[src/rtl/motor_param_regs.sv]
// Register bank between motor_ctrl's bus master channels and a host bridge port.
// Holds velocity target and PID gains, and captures the rotation count pushed by the controller.
module motor_param_regs #(
   parameter logic [7:0]  ADDR_ROTATION_VELOCITY = 8'h00,
   parameter logic [7:0]  ADDR_PROPORTION_GAIN   = 8'h04,
   parameter logic [7:0]  ADDR_INTEGRATION_GAIN  = 8'h08,
   parameter logic [7:0]  ADDR_DERIVATIVE_GAIN   = 8'h0C,
   parameter logic [7:0]  ADDR_ROT_CNT           = 8'h10,
   parameter logic [7:0]  ADDR_WR_SEQ            = 8'h14,
   parameter logic [31:0] RST_ROT_V              = 32'h0,
   parameter logic [31:0] RST_P                  = 32'h0,
   parameter logic [31:0] RST_I                  = 32'h0,
   parameter logic [31:0] RST_D                  = 32'h0
) (
   input  logic        clk,
   input  logic        rst,
   input  logic        w_req,
   input  logic [7:0]  w_addr,
   input  logic [31:0] w_data,
   output logic        w_ack,
   input  logic        r_req,
   input  logic [7:0]  r_addr,
   output logic        r_ack,
   output logic        r_valid,
   output logic [31:0] r_data,
   input  logic        r_rdy,
   input  logic        h_we,
   input  logic        h_re,
   input  logic [7:0]  h_addr,
   input  logic [31:0] h_wdata,
   output logic        h_rvalid,
   output logic [31:0] h_rdata,
   input  logic        h_err_clr,
   output logic        bus_err
);

   typedef enum logic {R_IDLE, R_RESP} rd_state_t;

   rd_state_t   r_state;
   logic [31:0] r_rot_v, r_p, r_i, r_d, r_rot_cnt, r_wr_seq;
   logic [31:0] w_h_rd, w_b_rd;
   logic        w_wr_acc;

   // A write is only taken while no ack is outstanding, giving one write per two cycles.
   assign w_wr_acc = w_req && !w_ack;

   always_comb begin
      w_h_rd = 32'h0;
      case (h_addr)
         ADDR_ROTATION_VELOCITY: w_h_rd = r_rot_v;
         ADDR_PROPORTION_GAIN:   w_h_rd = r_p;
         ADDR_INTEGRATION_GAIN:  w_h_rd = r_i;
         ADDR_DERIVATIVE_GAIN:   w_h_rd = r_d;
         ADDR_ROT_CNT:           w_h_rd = r_rot_cnt;
         ADDR_WR_SEQ:            w_h_rd = r_wr_seq;
         default:                w_h_rd = 32'h0;
      endcase
   end

   always_comb begin
      w_b_rd = 32'h0;
      case (r_addr)
         ADDR_ROTATION_VELOCITY: w_b_rd = r_rot_v;
         ADDR_PROPORTION_GAIN:   w_b_rd = r_p;
         ADDR_INTEGRATION_GAIN:  w_b_rd = r_i;
         ADDR_DERIVATIVE_GAIN:   w_b_rd = r_d;
         ADDR_ROT_CNT:           w_b_rd = r_rot_cnt;
         ADDR_WR_SEQ:            w_b_rd = r_wr_seq;
         default:                w_b_rd = 32'h0;
      endcase
   end

   // Bus write channel, host port and sticky error flag.
   always_ff @(posedge clk) begin
      if (rst) begin
         w_ack     <= 1'b0;
         bus_err   <= 1'b0;
         h_rvalid  <= 1'b0;
         h_rdata   <= 32'h0;
         r_rot_v   <= RST_ROT_V;
         r_p       <= RST_P;
         r_i       <= RST_I;
         r_d       <= RST_D;
         r_rot_cnt <= 32'h0;
         r_wr_seq  <= 32'h0;
      end else begin
         w_ack <= w_wr_acc;
         if (w_wr_acc && (w_addr == ADDR_ROT_CNT)) begin
            r_rot_cnt <= w_data;
            r_wr_seq  <= r_wr_seq + 32'd1;
         end
         if (w_wr_acc && (w_addr != ADDR_ROT_CNT)) begin
            bus_err <= 1'b1;
         end else if (h_err_clr) begin
            bus_err <= 1'b0;
         end
         if (h_we) begin
            case (h_addr)
               ADDR_ROTATION_VELOCITY: r_rot_v <= h_wdata;
               ADDR_PROPORTION_GAIN:   r_p     <= h_wdata;
               ADDR_INTEGRATION_GAIN:  r_i     <= h_wdata;
               ADDR_DERIVATIVE_GAIN:   r_d     <= h_wdata;
               default: ;
            endcase
         end
         h_rvalid <= h_re;
         if (h_re) begin
            h_rdata <= w_h_rd;
         end
      end
   end

   // Read responder: snapshot on accept, hold until the master consumes it.
   always_ff @(posedge clk) begin
      if (rst) begin
         r_state <= R_IDLE;
         r_ack   <= 1'b0;
         r_valid <= 1'b0;
         r_data  <= 32'h0;
      end else begin
         r_ack <= 1'b0;
         case (r_state)
            R_IDLE: begin
               if (r_req) begin
                  r_data  <= w_b_rd;
                  r_ack   <= 1'b1;
                  r_valid <= 1'b1;
                  r_state <= R_RESP;
               end
            end
            R_RESP: begin
               if (r_rdy) begin
                  r_valid <= 1'b0;
                  r_state <= R_IDLE;
               end
            end
            default: r_state <= R_IDLE;
         endcase
      end
   end

endmodule

[config.mk]
export PLATFORM = sky130hd
export DESIGN_NAME = motor_param_regs
export DESIGN_NICKNAME = d
export VERILOG_FILES = /design/src/rtl/motor_param_regs.sv
export SDC_FILE = /design/constraint.sdc
export NUM_CORES = 1
export LEC_CHECK = 0
export BUFFER_PORTS_ARGS = -buffer_cell sky130_fd_sc_hd__buf_2
export CORE_MARGIN = 2
export CORE_UTILIZATION = 58
export CTS_CLUSTER_SIZE = 40
export DETAILED_ROUTE_END_ITERATION = 10
export PLACE_DENSITY = 0.8
export SYNTH_ARGS = -nofsm -noshare
export SYNTH_HDL_FRONTEND = slang
export SYNTH_SLANG_ARGS = --single-unit
[constraint.sdc]
create_clock -name clk -period 2.8 [get_ports clk]
set_input_delay 0.28 -clock clk [delete_from_list [all_inputs] [get_ports clk]]
set_output_delay 0.28 -clock clk [all_outputs]
set_load 0.02 [all_outputs]
## After elaboration in Yosys (flattened, before gate mapping)

Index checks and enable logic that the tools add are counted.

- $add $sub $neg: 1
- Equal/unequal tests: 14
- Mux-type cells: 10
- Bitwise operators: 1
- Reduce and logical (&&, ||, !) cells: 14

Operators by type and width:

| kind | count |
|---|---|
| 32-bit case mux with 6 select lines | 2 |
| 8-bit by 5-bit equality test with 1-bit output (second input constant) | 5 |
| 32-bit by 1-bit adder with 32-bit output (second input constant) | 1 |
| 8-bit by 4-bit equality test with 1-bit output (second input constant) | 4 |
| 8-bit by 3-bit equality test with 1-bit output (second input constant) | 2 |
| 8-bit zero test | 2 |
| 2-bit AND reduction | 6 |
| 8-bit by 5-bit != test with 1-bit output (second input constant) | 1 |
| 1-bit 2-to-1 mux | 6 |
| 2-bit != test (second input constant) | 2 |
| 1-bit case mux with 2 select lines | 2 |
| 1-bit logical AND | 3 |
| 2-bit nonzero test | 1 |
| 2-bit OR reduction | 1 |
| 1-bit zero test | 1 |
| 1-bit NOT | 1 |

- Register bits after elaboration: 262
- Input bits: 96
- Output and inout port bits: 69
- Word-level logic and storage cells: 54

## Logic depth before layout (Yosys ltp)

Gate-level depths: netlist of the first run.

- Depth in word-level cells: 4
- Gate-level depth with buffers: 7
- Depth with buffers taken out: 4

## Worst setup path before layout of the first run

No wires, ideal clock.

- Kind: input to register
- Start point: in w_addr[1]
- End point: reg r_wr_seq[29]
- Library setup time: 0.121 ns
- Data arrival time: 2.216 ns
- Data required time: 2.679 ns
- Path slack: 0.463 ns
- Stages: 6
- Buffers on the path: 2
- Cell sequence: or4_4 > or4_4 > buf_6 > buf_2 > nor4_1 > mux2_2

- Word-level cells in the longest chain between the ends: 2

Ends and longest elaborated chain:

| item | RTL line | source |
|---|---|---|
| from (decl) | 18 | `input logic [7:0] w_addr,` |
| 8-bit by 5-bit equality test with 1-bit output | 88 | `if (w_wr_acc && (w_addr == ADDR_ROT_CNT)) begin` |
| 1-bit logical AND | 88 |  |
| to (signal assigned) | 90 | `r_wr_seq <= r_wr_seq + 32'd1;` |
| to (decl) | 40 | `logic [31:0] r_rot_v, r_p, r_i, r_d, r_rot_cnt, r_wr_seq;` |

Every way passes these cells.
A chain may end at the register's enable or synchronous reset.

## Worst setup path in the final report of the first run

- Start point: reg r_wr_seq[8]
- End point: reg r_wr_seq[29]

- Word-level cells in the longest chain between the ends: 1

Ends and longest elaborated chain:

| item | RTL line |
|---|---|
| 32-bit by 1-bit adder with 32-bit output | 90 |

Every way passes these cells.

==> reports/metrics.cfg, run 1 <==
[route]
drt_iter0_markers = 1447
wl_met3_um = 5400
drtAntennaViolNets = 0
wl_met1_um = 17400
dr_wl_met2_um = 18100
vias = 12700
maxUsedRoutingLayer = met4
drc = 0
wl_um = 41800
first_pass_iters = 6
viasPerCell = 6.47
wire_per_inst_um = 21.3

[critical_path]
end_kind = flip-flop
critPathRequiredTime_ns = 3.23
crit_chain = nand4_1 -> or4_4 -> nor4_1 -> mux2_2
critPathArrivalTime_ns = 2.60
worstPathMaxFanout = 34
critPathSlowestCell = or4_4
crit_family = simple AND/OR/NAND/NOR gates
criticalPathCategory = flip-flop to flip-flop
cpPeakStageDelay_ns = 0.64
path_buf_inv = 0
start_kind = flip-flop

[synthesis]
async_flop_share = 0
yosysTopAreaCellShare = 0.421
yosysMostFrequentCell = nand2_1
synth_edf_count = 0
syn_inst = 1538
synth.avg_cell_area_um2 = 8.09
syn-cell-area_um2 = 12400
yosys_warnings = 0
ys_seq_area_frac = 0.421
synth_ff_type = dfxtp_1
synth_area_leader_cell = dfxtp_1
synthesis.nets = 1635
synthDistinctLibCells = 44
synth_common_cells = nand2_1, dfxtp_1, a21oi_1
ys_ff_latch = 262
synthTopCellsByArea = dfxtp_1, nand2_1, a21oi_1

[die]
die_h_um = 150
ios = 165
core_um2 = 21000
fp.dieW_um = 150
dieArea_um2 = 22600
num_rows = 53
start_util = 0.592

[placed_design]
io_buffers = 164
place_area_um2 = 13500
place.gp.congestion = 0.901
post-dp-hpwl_um = 27700
placed_cells = 1885

[clock_tree]
cts_tree = built
cts_hold_buf = 27
cts.path.max_buffers = 3
cts_made_buffers = 27
clock_latency_ns = 0.54
clk_root_buffer_cell = clkbuf_16
cts_resized = 0
clkSinkCount = 262
path_clk_slew_ns = 0.07
htreeDepth = 1
cts_setup_buffers = 0

[sta]
worstMarginPinSlew_ns = 1.01
maxSlewViolCount = 0
fin_tns_setup_ns = 0
finalCritPeriodShare = 0.778
setup_viol = 0
maxSlewHeadroom = 0.326
finClkSkew_ns = 0.0126
max_freq_ghz = 0.459
grt_setup_unrepaired = false
holdWs_ns = 0.00881
period_needed_ns = 2.18
hold_viol = 0

[worst_hold_path]
hold_path_class = input pin to flip-flop

[final_layout]
fillers = 1664
final_nets = 1763
drive_above_1_share = 0.204
stdcell_area_um2 = 14700
stdcell_count = 1960
antenna_cells = 0
final_core_util = 0.700
syn_to_final_growth_pct = 18.2

[global_routing]
grt_util_all_layers = 0.358
overflow = 0
antenna_found_initial = 0
grt_pass1_wl_um = 63300
grt_max_degree = 72
grt_pass1_vias = 11200

[power_and_ir_drop]
p_int_uw = 6280
power_density_nw_per_um2 = 560
p_sw_frac = 0.237
p_clk_frac = 0.454
pwr-share-seq = 0.466
power_leakage_uw = 0.00526
ir_worst_vdd_uv = 452
power_frac_comb = 0.080
switchingPower_uw = 1950

[run]
max-cap-violations = 0

[run_status]
status = finished, final reports clean

-- placed cells by master (no fill, tap or decap), types with 27 or more instances in the layout --
| cell | n |
|---|---|
| clkbuf_16 | 27 |
| a21oi_1 | 200 |
| a211oi_1 | 31 |
| o21bai_1 | 30 |
| dlygate4sd3_1 | 27 |
| buf_4 | 44 |
| mux2i_1 | 35 |
| a22oi_1 | 61 |
| mux2_2 | 70 |
| nand2_1 | 364 |
| buf_2 | 163 |
| a31oi_1 | 44 |
| nor2_1 | 49 |
| a22o_1 | 30 |
| dfxtp_1 | 262 |
-- worst min-delay path, cell delays in order --
cell and delay [ns]:
buf_2 0.09, nand2_1 0.06, a21oi_1 0.05
-- cells by family (layout without fill, tap and decap cells) --
| family | after synthesis | in the layout | synth area share |
|---|---|---|---|
| AO/OA/AOI/OAI | 475 | 475 | 0.245 |
| flip-flops | 262 | 262 | 0.421 |
| AND/OR/NAND/NOR | 546 | 546 | 0.193 |
| buffers and inverters | 147 | 294 | 0.0459 |
| adder cells (fa/ha/maj) | 1 | 1 | 0.00101 |
| XOR/XNOR | 2 | 2 | 0.00141 |
| multiplexers | 105 | 105 | 0.0915 |
-- power by group through the flow --
stage | clock network [uW] | registers [uW] | logic, uW
after global routing | 3890 | 3840 | 698
final | 3740 | 3830 | 658
after detailed placement | 0 | 3910 | 612
after floorplan | 0 | 3970 | 286
after CTS | 3740 | 3830 | 643
after global placement | 0 | 3910 | 605
-- through the flow --
| step | worst slack [ns] | power [uW] |
|---|---|---|
| floorplan | 0.463 | 4260 |
| global placement | 0.356 | 4520 |
| detailed placement | 0.314 | 4530 |
| CTS | 0.649 | 8220 |
| global route | 0.526 | 8420 |
| finish | 0.620 | 8230 |
-- state kept, by name (all words and copies together), names as in the netlist --
| signal | cells |
|---|---|
| r_valid | 1 |
| h_rvalid | 1 |
| bus_err | 1 |
| r_d | 32 |
| r_ack | 1 |
| r_rot_v | 32 |
| h_rdata | 32 |
| w_ack | 1 |
| r_i | 32 |
| r_p | 32 |
| r_state | 1 |
| r_wr_seq | 32 |
| r_data | 32 |
| r_rot_cnt | 32 |
-- final timing paths --
| path | from | end | slack [ns] | depth (start not counted) |
|---|---|---|---|---|
| hold reg to reg | r_i[1]$_SDFFE_PP0P_ | r_i[1]$_SDFFE_PP0P_ | 0.47 | 2 |
| hold / removal | w_data[6] | r_rot_cnt[6]$_SDFFE_PP0P_ | 0.009 | 3 |
| setup reg to reg | r_wr_seq[8]$_SDFFE_PP0P_ | r_wr_seq[29]$_SDFFE_PP0P_ | 0.62 | 4 |
| setup / recovery | r_wr_seq[8]$_SDFFE_PP0P_ | r_wr_seq[29]$_SDFFE_PP0P_ | 0.62 | 4 |
-- layout make-up --
| type | count | area, um^2 | area share |
|---|---|---|---|
| tap | 275 | 344 | 0.0234 |
| multi-input combinational | 1129 | 6670 | 0.453 |
| sequential | 262 | 5250 | 0.356 |
| clock inverter | 9 | 120 | 0.00816 |
| clock buffer | 39 | 801 | 0.0544 |
| inverter | 7 | 26.3 | 0.00179 |
| timing repair buffer | 239 | 1510 | 0.102 |
-- routing by layer --
layer	vias to the layer above	track usage
li1	5786	-
met2	775	0.543
met5	-	0
met1	6043	0.523
met3	84	0.0761
met4	0	0.0802
No activity file was read; power rests on OpenSTA's default activity.
==> run 2: changes to the inputs <==
- clock period: 2.8 -> 2.1 ns (I/O delays scaled with it)
==> reports/metrics.cfg, run 2 (synthesized netlist as in run 1, its figures left out) <==
[run_status]
status = finished, final reports clean

[power_and_ir_drop]
power_frac_comb = 0.086
power_leakage_uw = 0.00563
power_density_nw_per_um2 = 725
p_sw_frac = 0.239
p_int_uw = 8610
pwr-share-seq = 0.452
switchingPower_uw = 2710
ir_worst_vdd_uv = 575
p_clk_frac = 0.462

[worst_hold_path]
hold_path_end = r_data[6]$_SDFFE_PP0P_
hold_path_class = input pin to flip-flop
hold_depth = 4
min_from = r_addr[0]

[critical_path]
start_kind = flip-flop
critPathRequiredTime_ns = 2.54
r2r-end = r_wr_seq[29]$_SDFFE_PP0P_
end_kind = flip-flop
worstPathMaxFanout = 33
cpPeakStageDelay_ns = 0.72
criticalPathCategory = flip-flop to flip-flop
crit_chain = inv_1 -> or4_4 -> nor4_2 -> mux2_2
r2r_setup_slack_ns = 0.07
critPathArrivalTime_ns = 2.47
rr_worst_depth = 4
crit_family = simple AND/OR/NAND/NOR gates
r2r-start = r_wr_seq[11]$_SDFFE_PP0P_
path_buf_inv = 1
critPathSlowestCell = or4_4

[clock_tree]
clock_latency_ns = 0.54
cts_made_buffers = 28
cts_setup_buffers = 0
clk_root_buffer_cell = clkbuf_16
clkSinkCount = 262
cts_tree = built
htreeDepth = 1
cts.path.max_buffers = 3
path_clk_slew_ns = 0.06

[sta]
maxSlewViolCount = 0
setup_viol = 0
hold_viol = 0
finClkSkew_ns = 0.0108
setup_ws_ns = 0.0726
period_needed_ns = 2.03
worstMarginPinSlew_ns = 0.618
fin_tns_setup_ns = 0
grt_setup_unrepaired = false
finalCritPeriodShare = 0.965
max_freq_ghz = 0.493
maxSlewHeadroom = 0.588

[global_routing]
grt_util_all_layers = 0.365
grt_pass1_wl_um = 64800
grt_pass1_vias = 11600
grt_max_degree = 59
overflow = 0
antenna_found_initial = 0

[die]
start_util = 0.592
die_h_um = 150
dieArea_um2 = 22600
num_rows = 53
ios = 165
fp.dieW_um = 150
core_um2 = 21000

[route]
drc = 0
vias = 12900
first_pass_iters = 8
drtAntennaViolNets = 0
wl_um = 42700
viasPerCell = 6.34
wire_per_inst_um = 21.0
drt_iter0_markers = 1645

[final_layout]
syn_to_final_growth_pct = 25.5
stdcell_area_um2 = 15600
stdcell_count = 2030
drive_above_1_share = 0.215
final_nets = 1830
antenna_cells = 0
final_cell_mix = nand2_1, dfxtp_1, a21oi_1, buf_2, mux2_2
final_common_cell = nand2_1

[run]
max-cap-violations = 0

[placed_design]
place_area_um2 = 13900
post-dp-hpwl_um = 28600
io_buffers = 164
dp_slack_ns = -0.308
place.gp.congestion = 0.960
placed_cells = 1910

[run 2: cell types whose count changed in the layout (fill, tap and decap cells not counted), sizes merged]
cell,before,now
dlygate4sd3,27,68
clkinv,6,4
buf,212,237
clkinvlp,0,2
clkbuf,39,43
[run 2: worst max path at each step]
stage                              start                   endpoint  cells past startpoint
2_1_floorplan                  w_addr[1]  r_wr_seq[29]$_SDFFE_PP0P_                      6
3_3_place_gp                   w_addr[1]  r_wr_seq[25]$_SDFFE_PP0P_                      5
3_5_place_dp                   w_addr[1]  r_wr_seq[29]$_SDFFE_PP0P_                      5
4_1_cts         r_wr_seq[9]$_SDFFE_PP0P_  r_wr_seq[29]$_SDFFE_PP0P_                      4
5_1_grt        r_wr_seq[11]$_SDFFE_PP0P_  r_wr_seq[28]$_SDFFE_PP0P_                      4
6_report       r_wr_seq[11]$_SDFFE_PP0P_  r_wr_seq[29]$_SDFFE_PP0P_                      4
[run 2: worst min-delay path, stage by stage]
cell     delay [ns]
buf_2          0.11
o41ai_1        0.07
nand3_1        0.07
o21ai_0        0.07
[run 2: metal layers]
layer	vias to the layer above	share of wire	global-route usage
li1	5941	-	-
met1	6082	0.41	0.528
met2	758	0.44	0.559
met3	88	0.12	0.0670
met4	0	0.026	0.0948
met5	-	0	0
[run 2: layout make-up]
type | instances | area (um^2)
clock buffer | 43 | 847
clock inverter | 9 | 148
fill | 1544 | 5410
inverter | 7 | 26.3
multi-input combinational | 1129 | 6710
sequential | 262 | 5250
tap | 275 | 344
timing repair buffer | 305 | 2290
[run 2: stage by stage]
step | power [uW] | hold slack [ns] | util
after global placement | 6060 | 0.452 | 0.663
after global routing | 11600 | 0.0783 | 0.743
final | 11300 | 0.0454 | 0.743
after floorplan | 5680 | 0.346 | -
after CTS | 11300 | 0.0396 | 0.743
after detailed placement | 6070 | 0.454 | 0.663
[run 2: what timing repair did]
| action | 4_1_cts | 5_1_grt |
|---|---|---|
| resized for setup | 0 | 2 |
| hold buffers | 68 | 0 |
| endpoints found under the hold margin | 161 | 0 |
| endpoints found under the setup margin | 0 | 12 |
[run 2: power by group through the flow]
stage	clock network [uW]	registers [uW]	logic [uW]
global route	5470	5120	1030
detailed placement	0	5220	850
global placement	0	5220	838
CTS	5240	5110	952
finish	5230	5110	978
floorplan	0	5300	382
